[config.mk]
export PLATFORM = sky130hd
export DESIGN_NAME = sp_controller
export DESIGN_NICKNAME = d
export VERILOG_FILES = /design/src/rtl/sp_controller.sv
export SDC_FILE = /design/constraint.sdc
export NUM_CORES = 1
export LEC_CHECK = 0
export CAP_MARGIN = 0
export CORE_UTILIZATION = 37
export DETAILED_ROUTE_END_ITERATION = 10
export SETUP_SLACK_MARGIN = 0.4
export SKIP_CTS_REPAIR_TIMING = 1
export SLEW_MARGIN = 10
export SYNTH_ARGS = -nofsm -noshare
export SYNTH_HDL_FRONTEND = slang
export SYNTH_SLANG_ARGS = --single-unit
export TNS_END_PERCENT = 1
[constraint.sdc]
create_clock -name clk -period 5.7 [get_ports clk]
set_input_delay 1.14 -clock clk [delete_from_list [all_inputs] [get_ports clk]]
set_output_delay 1.14 -clock clk [all_outputs]
set_load 0.01 [all_outputs]
[src/rtl/sp_controller.sv]
// sp_controller: sequences PUSH/POP/CALL/RET/INT/RTI stack accesses for the
// memory stage. One 16-bit word is moved per cycle. The SP register and the
// data memory are written through this block's ports, and popped values are
// returned to the pipeline. Bounds are checked once, at accept.
module sp_controller #(
    parameter logic [31:0] SP_TOP   = 32'd2047,
    parameter logic [31:0] SP_LIMIT = 32'd0,
    parameter int          FLAG_W   = 4
) (
    input  logic              clk,
    input  logic              reset,
    input  logic              op_valid,
    input  logic [2:0]        op_code,
    output logic              op_ready,
    input  logic [15:0]       push_data,
    input  logic [31:0]       pc_in,
    input  logic [FLAG_W-1:0] flags_in,
    input  logic [31:0]       sp_in,
    output logic [31:0]       sp_wdata,
    output logic              sp_we,
    output logic [31:0]       mem_addr,
    output logic [15:0]       mem_wdata,
    output logic              mem_we,
    output logic              mem_re,
    input  logic [15:0]       mem_rdata,
    output logic [31:0]       pop_data,
    output logic [FLAG_W-1:0] flags_out,
    output logic              done,
    output logic              err,
    output logic              busy
);

    typedef enum logic [2:0] {IDLE, A1, A2, A3, ERRS} state_t;

    localparam logic [2:0] OP_PUSH = 3'd0;
    localparam logic [2:0] OP_POP  = 3'd1;
    localparam logic [2:0] OP_CALL = 3'd2;
    localparam logic [2:0] OP_RET  = 3'd3;
    localparam logic [2:0] OP_INT  = 3'd4;
    localparam logic [2:0] OP_RTI  = 3'd5;

    state_t            state, state_nxt;
    logic [2:0]        op_q;
    logic [31:0]       sp_cur;
    logic [15:0]       push_q;
    logic [31:0]       pc_q;
    logic [FLAG_W-1:0] flags_q;
    logic [1:0]        n_q;
    logic              push_dir_q;
    logic [FLAG_W-1:0] flags_tmp;
    logic [15:0]       pc_lo_q;

    // Held copies of the outputs that keep their value between accesses.
    logic [31:0]       addr_q, addr_nxt;
    logic [15:0]       wdata_q, wdata_nxt;
    logic [31:0]       spw_q, spw_nxt;
    logic [31:0]       pop_q, pop_nxt;
    logic [FLAG_W-1:0] flags_out_q, flags_nxt;

    logic [1:0]  n_in, k;
    logic        push_in, illegal, bound_err, access, last;
    logic [31:0] k32;

    assign op_ready  = (state == IDLE);
    assign busy      = (state != IDLE);
    assign mem_addr  = addr_nxt;
    assign mem_wdata = wdata_nxt;
    assign sp_wdata  = spw_nxt;
    assign pop_data  = pop_nxt;
    assign flags_out = flags_nxt;
    assign k32       = {30'b0, k};

    // Next-state, access strobes/addresses and accept-time bounds check.
    // NOTE: every signal gets a default before the case so no latch is inferred.
    always_comb begin
        state_nxt = IDLE;
        mem_we    = 1'b0;
        mem_re    = 1'b0;
        sp_we     = 1'b0;
        done      = 1'b0;
        err       = 1'b0;
        addr_nxt  = addr_q;
        wdata_nxt = wdata_q;
        spw_nxt   = spw_q;
        pop_nxt   = pop_q;
        flags_nxt = flags_out_q;
        k         = 2'd0;
        access    = 1'b0;
        last      = 1'b0;
        n_in      = 2'd0;
        push_in   = 1'b0;
        illegal   = 1'b0;

        case (op_code)
            OP_PUSH: begin n_in = 2'd1; push_in = 1'b1; end
            OP_POP:  n_in = 2'd1;
            OP_CALL: begin n_in = 2'd2; push_in = 1'b1; end
            OP_RET:  n_in = 2'd2;
            OP_INT:  begin n_in = 2'd3; push_in = 1'b1; end
            OP_RTI:  n_in = 2'd3;
            default: illegal = 1'b1;
        endcase
        // Compares are rearranged so neither side can wrap for SP near 0 or 2^32.
        bound_err = illegal ||
                    (push_in  && (sp_in < SP_LIMIT + {30'b0, n_in} - 32'd1)) ||
                    (!push_in && (sp_in > SP_TOP - {30'b0, n_in}));

        case (state)
            IDLE: begin
                if (op_valid) state_nxt = bound_err ? ERRS : A1;
                else          state_nxt = IDLE;
            end
            A1:   begin access = 1'b1; k = 2'd0; end
            A2:   begin access = 1'b1; k = 2'd1; end
            A3:   begin access = 1'b1; k = 2'd2; end
            ERRS: begin err = 1'b1; done = 1'b1; state_nxt = IDLE; end
            default: state_nxt = IDLE;
        endcase

        if (access) begin
            last  = (k == n_q - 2'd1);
            sp_we = 1'b1;
            if (push_dir_q) begin
                mem_we   = 1'b1;
                addr_nxt = sp_cur - k32;
                spw_nxt  = sp_cur - k32 - 32'd1;
                if (op_q == OP_PUSH)  wdata_nxt = push_q;
                else if (k == 2'd0)   wdata_nxt = pc_q[31:16];
                else if (k == 2'd1)   wdata_nxt = pc_q[15:0];
                else                  wdata_nxt = {{(16-FLAG_W){1'b0}}, flags_q};
            end else begin
                mem_re   = 1'b1;
                addr_nxt = sp_cur + k32 + 32'd1;
                spw_nxt  = addr_nxt;
                if (last) begin
                    pop_nxt = (op_q == OP_POP) ? {16'b0, mem_rdata} : {mem_rdata, pc_lo_q};
                    if (op_q == OP_RTI) flags_nxt = flags_tmp;
                end
            end
            if (last) begin
                done      = 1'b1;
                state_nxt = IDLE;
            end else begin
                state_nxt = (state == A1) ? A2 : A3;
            end
        end
    end

    // State register, accept-time latches, intermediate pop words and held outputs.
    // NOTE: sequential state uses non-blocking assignments so all flops update together.
    always_ff @(posedge clk or negedge reset) begin
        if (!reset) begin
            state       <= IDLE;
            op_q        <= 3'd0;
            sp_cur      <= 32'd0;
            push_q      <= 16'd0;
            pc_q        <= 32'd0;
            flags_q     <= '0;
            n_q         <= 2'd0;
            push_dir_q  <= 1'b0;
            flags_tmp   <= '0;
            pc_lo_q     <= 16'd0;
            addr_q      <= 32'd0;
            wdata_q     <= 16'd0;
            spw_q       <= 32'd0;
            pop_q       <= 32'd0;
            flags_out_q <= '0;
        end else begin
            state       <= state_nxt;
            addr_q      <= addr_nxt;
            wdata_q     <= wdata_nxt;
            spw_q       <= spw_nxt;
            pop_q       <= pop_nxt;
            flags_out_q <= flags_nxt;
            if (state == IDLE && op_valid) begin
                op_q       <= op_code;
                sp_cur     <= sp_in;
                push_q     <= push_data;
                pc_q       <= pc_in;
                flags_q    <= flags_in;
                n_q        <= n_in;
                push_dir_q <= push_in;
            end
            if (mem_re && !done) begin
                if (op_q == OP_RTI && state == A1) flags_tmp <= mem_rdata[FLAG_W-1:0];
                else                               pc_lo_q   <= mem_rdata;
            end
        end
    end

endmodule

Word-level counts from Yosys, hierarchy flattened
Cells that the tools add are included. W data, S select, Z words.

Flip-flop bits (word level): 229. Input bits: 106. Output and inout port bits: 123. Word-level logic and storage cells: 96.

$add $sub $neg: 7. Magnitude comparators: 2. Equal/unequal tests: 13. Mux-type cells: 36. Bitwise logic cells: 1. Reductions and logical operators: 22.

Operator list (number): $mux W32 (8); $mux W16 (5); $add A32 B1 Y32 const B (1); $add A32 B2 Y32 (1); $gt A32 B32 Y1 (1); $lt A32 B32 Y1 (1); $sub A32 B1 Y32 const B (1); $sub A32 B2 Y32 (1); $mux W4 (4); $eq A3 B2 Y1 const B (4); $eq A3 B3 Y1 const B (4); $mux W1 (12); $mux W3 (4); $sub A11 B2 Y12 const A (1); $eq A3 B1 Y1 const B (3); $logic_not A3 Y1 (3); $pmux W2 S3 (1); $reduce_or A2 Y1 (3); $reduce_or A3 Y1 (2); $reduce_or A6 Y1 (1); $logic_and A1 B1 Y1 (5); $pmux W2 S2 (1); $reduce_and A2 Y1 (2); $reduce_bool A3 Y1 (1); 9 further kinds (11).

Longest topological paths before layout
Depth after elaboration: 12. Mapped depth: 17.

Worst setup path after synthesis
Ideal clock, no wire load.

Kind: register to output. Start point: reg state[2]. End point: out sp_wdata[30]. Data arrival time: 3619 ps. Required time: 4560 ps. Path slack: 941 ps. Cell stages (with the launch flop): 18. Buffers on the path: 3. Cells stage by stage: dfrtp_1 nand2b_1 clkbuf_1 nor2_1 ha_1 inv_1 fa_1 buf_2 nor3_2 nand4_1 buf_2 a2111oi_0 o21a_1 o2111a_1 nand4_1 nor3b_1 mux2i_1 o22a_1.

Longest elaborated chain between the ends: 6. Elaborated cells between the ends (all ways): 12. Those cells by class: add/sub (4); eq/ne (3); mux (4); reduce/logical (1).

Ends and longest elaborated chain: start: declaration (RTL line 42) `state_t state, state_nxt;`; start signal: assignment (RTL line 169) `state <= state_nxt;`; $eq A3 B2 Y1 (RTL line 108) `case (state)`; $pmux W2 S2 (RTL line 108); $add A32 B2 Y32 or $sub A32 B2 Y32 (tied branches) (RTL line 133, 126); $add A32 B1 Y32 or $sub A32 B1 Y32 (tied branches) (RTL line 133, 126); $mux W32 (RTL line 123) `if (push_dir_q) begin`; $mux W32 * (RTL line 120) `if (access) begin`; end: declaration (RTL line 19) `output logic [31:0] sp_wdata,`.

Every way passes the cells marked *; elsewhere a longest branch is shown, timed or not.

Final worst setup path
Start point: reg state[2]. End point: out sp_wdata[31].

The elaborated chain is that of the path after synthesis.

==> impl_metrics.py <==
metrics = {
    "global_routing": {
        "grt_use_total_pct": 22.0,
        "grt_start_max_net_pins": 111,
        "grt_pass1_wl_microns": 59300,
        "antenna_found_initial": 4,
        "grt_pass1_vias": 10700,
        "gr-total-overflow": 0,
    },
    "finish": {
        "fillCellCount": 3197,
        "final_cells": 2114,
        "syn2layout_area_growth_pct": 31.9,
        "drive_gt1_share_pct": 10.1,
        "nNetsFinal": 1798,
    },
    "clock_network": {
        "clock-root-buffer": "clkbuf_16",
        "cts_buffers": 27,
        "cts.sinks": 229,
        "cts_buffer_depth": 3,
        "cts_tree": "built",
        "clkTransAtPathRegs_ps": 60,
        "clk_latency_ps": 560,
        "htree_num_levels": 1,
    },
    "yosys": {
        "seq_area_frac_synth_pct": 45.9,
        "synth_cells": 1455,
        "ys_warn_count": 0,
        "yosysUniqueCellTypes": 66,
        "yosys_register_bits": 229,
        "synth_top_area_share_pct": 45.9,
        "syn_nets": 1603,
        "synth.area.top_cells": "dfrtp_1 (46%), nand2_1 (12%), o21ai_0 (5.4%)",
        "synth_edf_count": 0,
        "ys.flop_type": "dfrtp_1",
        "yosys.area.top_type": "dfrtp_1",
        "syn-cell-area_sq_mm": 0.0125,
        "async_flop_share_pct": 100,
        "synth_area_per_cell_sq_um": 8.59,
    },
    "timing": {
        "tightest_slew_ps": 1140,
        "slew_headroom_pct": 23.9,
        "setup_viol_count_final": 0,
        "fmax_mhz": 181,
        "finalClockSkew_ps": 10.7,
        "slew_violations": 0,
        "hold_viol_final": 0,
        "rsz0062_at_grt": "yes",
        "worst_slack_ps": 183,
        "timing.final.crit_period_ps": 5520,
        "period_share_pct": 96.8,
    },
    "floorplanning": {
        "die_h_microns": 186,
        "die_x_microns": 186,
        "die_area_sq_mm": 0.0345,
        "rows": 66,
        "core_area_sq_mm": 0.0329,
        "io_pins": 229,
        "start_util_pct": 38.0,
    },
    "power": {
        "swShare_pct": 41.3,
        "p_comb_share_pct": 51.6,
        "pwr_density_cell_mw_per_mm2": 609,
        "p_int_mw": 5.89,
        "p_sw_mw": 4.15,
        "clockPowerShare_pct": 18.6,
        "seqPwrFrac_pct": 29.8,
        "ir_worst_vdd_v": 0.000271,
        "p_leak_nw": 7.36,
    },
    "setup_path": {
        "crit_fanout": 7,
        "critPathCaptureType": "output port",
        "critPathKind": "reg2out",
        "worstPathRequired_ps": 4560,
        "cp-start-kind": "register",
        "crit_arrival_ps": 4380,
    },
    "detailed_routing": {
        "dr_total_vias": 10900,
        "post_drt_wl_per_cell_microns": 17.6,
        "antenna_left": 0,
        "drt_iter0_markers": 602,
        "drt_wl_total_microns": 37200,
        "drc": 0,
        "vias_per_cell": 5.16,
        "dr.pass1.iters": 5,
    },
    "place": {
        "dp.cells": 2053,
        "pre_cts_ws_ps": -26.9,
        "portBuffers": 228,
        "gp_congestion": 0.910,
        "dp_hpwl_microns": 26700,
    },
    "status": {
        "status": "complete, no violations",
    },
    "job": {
        "cap_violations": 0,
    },
    "hold_path": {
        "hold_path_class": "reg2reg",
    },
}
final timing paths:
path	from	endpoint	slack [ps]	cells past startpoint
setup / recovery	state[2]	sp_wdata[31]	180	17
setup reg to reg	state[2]	spw_q[31]	1880	16
hold / removal	push_q[7]	push_q[7]	470	2
hold reg to reg	push_q[7]	push_q[7]	470	2
max in group asynchronous	reset	wdata_q[13]	3850	2
min in group asynchronous	reset	addr_q[26]	590	1
layer usage:
layer | vias up | GRT usage, % | part of all wire (%)
met5 | - | 0 | 0
li1 | 5354 | - | -
met1 | 5191 | 30.9 | 47
met3 | 56 | 3.97 | 6.3
met4 | 0 | 5.77 | 2.1
met2 | 297 | 34.5 | 45
worst max-delay path, stage by stage, from the launching register on:
cell and delay [ps]:
dfrtp_1 400, nand2b_4 160, nor2_4 160, ha_4 150
inv_2 40, fa_2 400, nor3_4 170, nand4_1 160
xor2_1 220, nand4b_1 220, nor3_4 400, buf_4 180
nand4_1 140, nor3_4 310, buf_4 160, nor2_1 40
or3_4 370, buf_6 130
power by group through the flow:
stage	combinational, mW	clock, mW	sequential [mW]
final	5.18	1.86	2.99
after global routing	5.77	1.97	3.10
after CTS	5.12	1.91	2.97
after detailed placement	5.09	0	2.99
after global placement	5.04	0	2.97
after floorplan	3.14	0	2.66
flip-flops by register name (all words and copies together) (netlist names), 16 cells and up:
signal and count:
pop_q 32, wdata_q 16, spw_q 32, pc_q 32, push_q 16, sp_cur 32, addr_q 32, pc_lo_q 16
synth_stat cells (4+ instances only):
| library cell | count |
|---|---|
| nor3_1 | 20 |
| ha_1 | 40 |
| o21ai_0 | 136 |
| clkbuf_1 | 65 |
| nand3_1 | 23 |
| mux2i_1 | 24 |
| o311ai_0 | 13 |
| a211oi_1 | 14 |
| nand4_1 | 27 |
| mux2_2 | 25 |
| or3_1 | 12 |
| o22ai_1 | 5 |
| buf_2 | 15 |
| nor2_1 | 93 |
| nor3_2 | 4 |
| buf_1 | 13 |
| o21ai_1 | 8 |
| a31oi_1 | 5 |
| a21o_1 | 19 |
| a21oi_1 | 51 |
| nand2b_1 | 9 |
| and2_1 | 8 |
| nor2b_1 | 8 |
| or2_2 | 5 |
| o211ai_1 | 4 |
| and3_1 | 7 |
| dfrtp_1 | 229 |
| xor2_1 | 29 |
| a22oi_1 | 4 |
| nor4_1 | 12 |
| nand2_1 | 392 |
| xnor2_1 | 44 |
| inv_1 | 37 |
| a2111oi_0 | 5 |
cells in the final DEF, fill, tap and decap left out, types with 5 or more instances in the layout:
master and n:
a211oi_1 12, a21o_1 19, a21oi_1 50, a31oi_1 5
and2_1 5, buf_4 31, clkbuf_16 27, clkbuf_8 7
clkdlybuf4s50_1 217, clkinv_2 5, dfrtp_1 228, dlymetal6s2s_1 9
ha_1 39, inv_1 36, mux2_2 25, mux2i_1 23
nand2_1 388, nand2b_1 7, nand3_1 21, nand4_1 27
nor2_1 88, nor2b_1 8, nor3_1 17, nor4_1 9
o21ai_0 134, o21ai_1 10, o22ai_1 5, o311ai_0 13
or2_2 5, or3_1 11, xnor2_1 43, xor2_1 26
layout make-up:
| type | count | area, sq um | share of cell area (%) |
|---|---|---|---|
| diodes | 2 | 5.00 | 0.0304 |
| clock buffers | 37 | 783 | 4.75 |
| clock inverters | 12 | 181 | 1.10 |
| inverters | 38 | 143 | 0.866 |
| multi-input cells | 1093 | 6510 | 39.5 |
| flip-flops and latches | 229 | 5730 | 34.8 |
| well taps | 442 | 553 | 3.36 |
| repair buffers | 261 | 2570 | 15.6 |
logic make-up after synthesis:
family / synth area share (%)
multiplexers: 4.18
flip-flops: 45.9
AND/OR/NAND/NOR: 22.5
buffers and inverters: 4.27
AO/OA/AOI/OAI: 13.7
adder cells (fa/ha/maj): 4.33
XOR/XNOR: 5.12
through the flow:
stage	cell area [sq um]	utilization, %	hold WS, ps	total power [mW]	TNS, ps
finish	16500	50.1	470	10.0	0
global route	16500	50.1	491	10.8	0
CTS	16100	49.0	472	9.99	-6760
detailed placement	15100	46.1	458	8.08	-42.1
global placement	15100	46.1	452	8.01	0
floorplan	12500	-	440	5.80	0
Power figures use the tool's default switching activity.
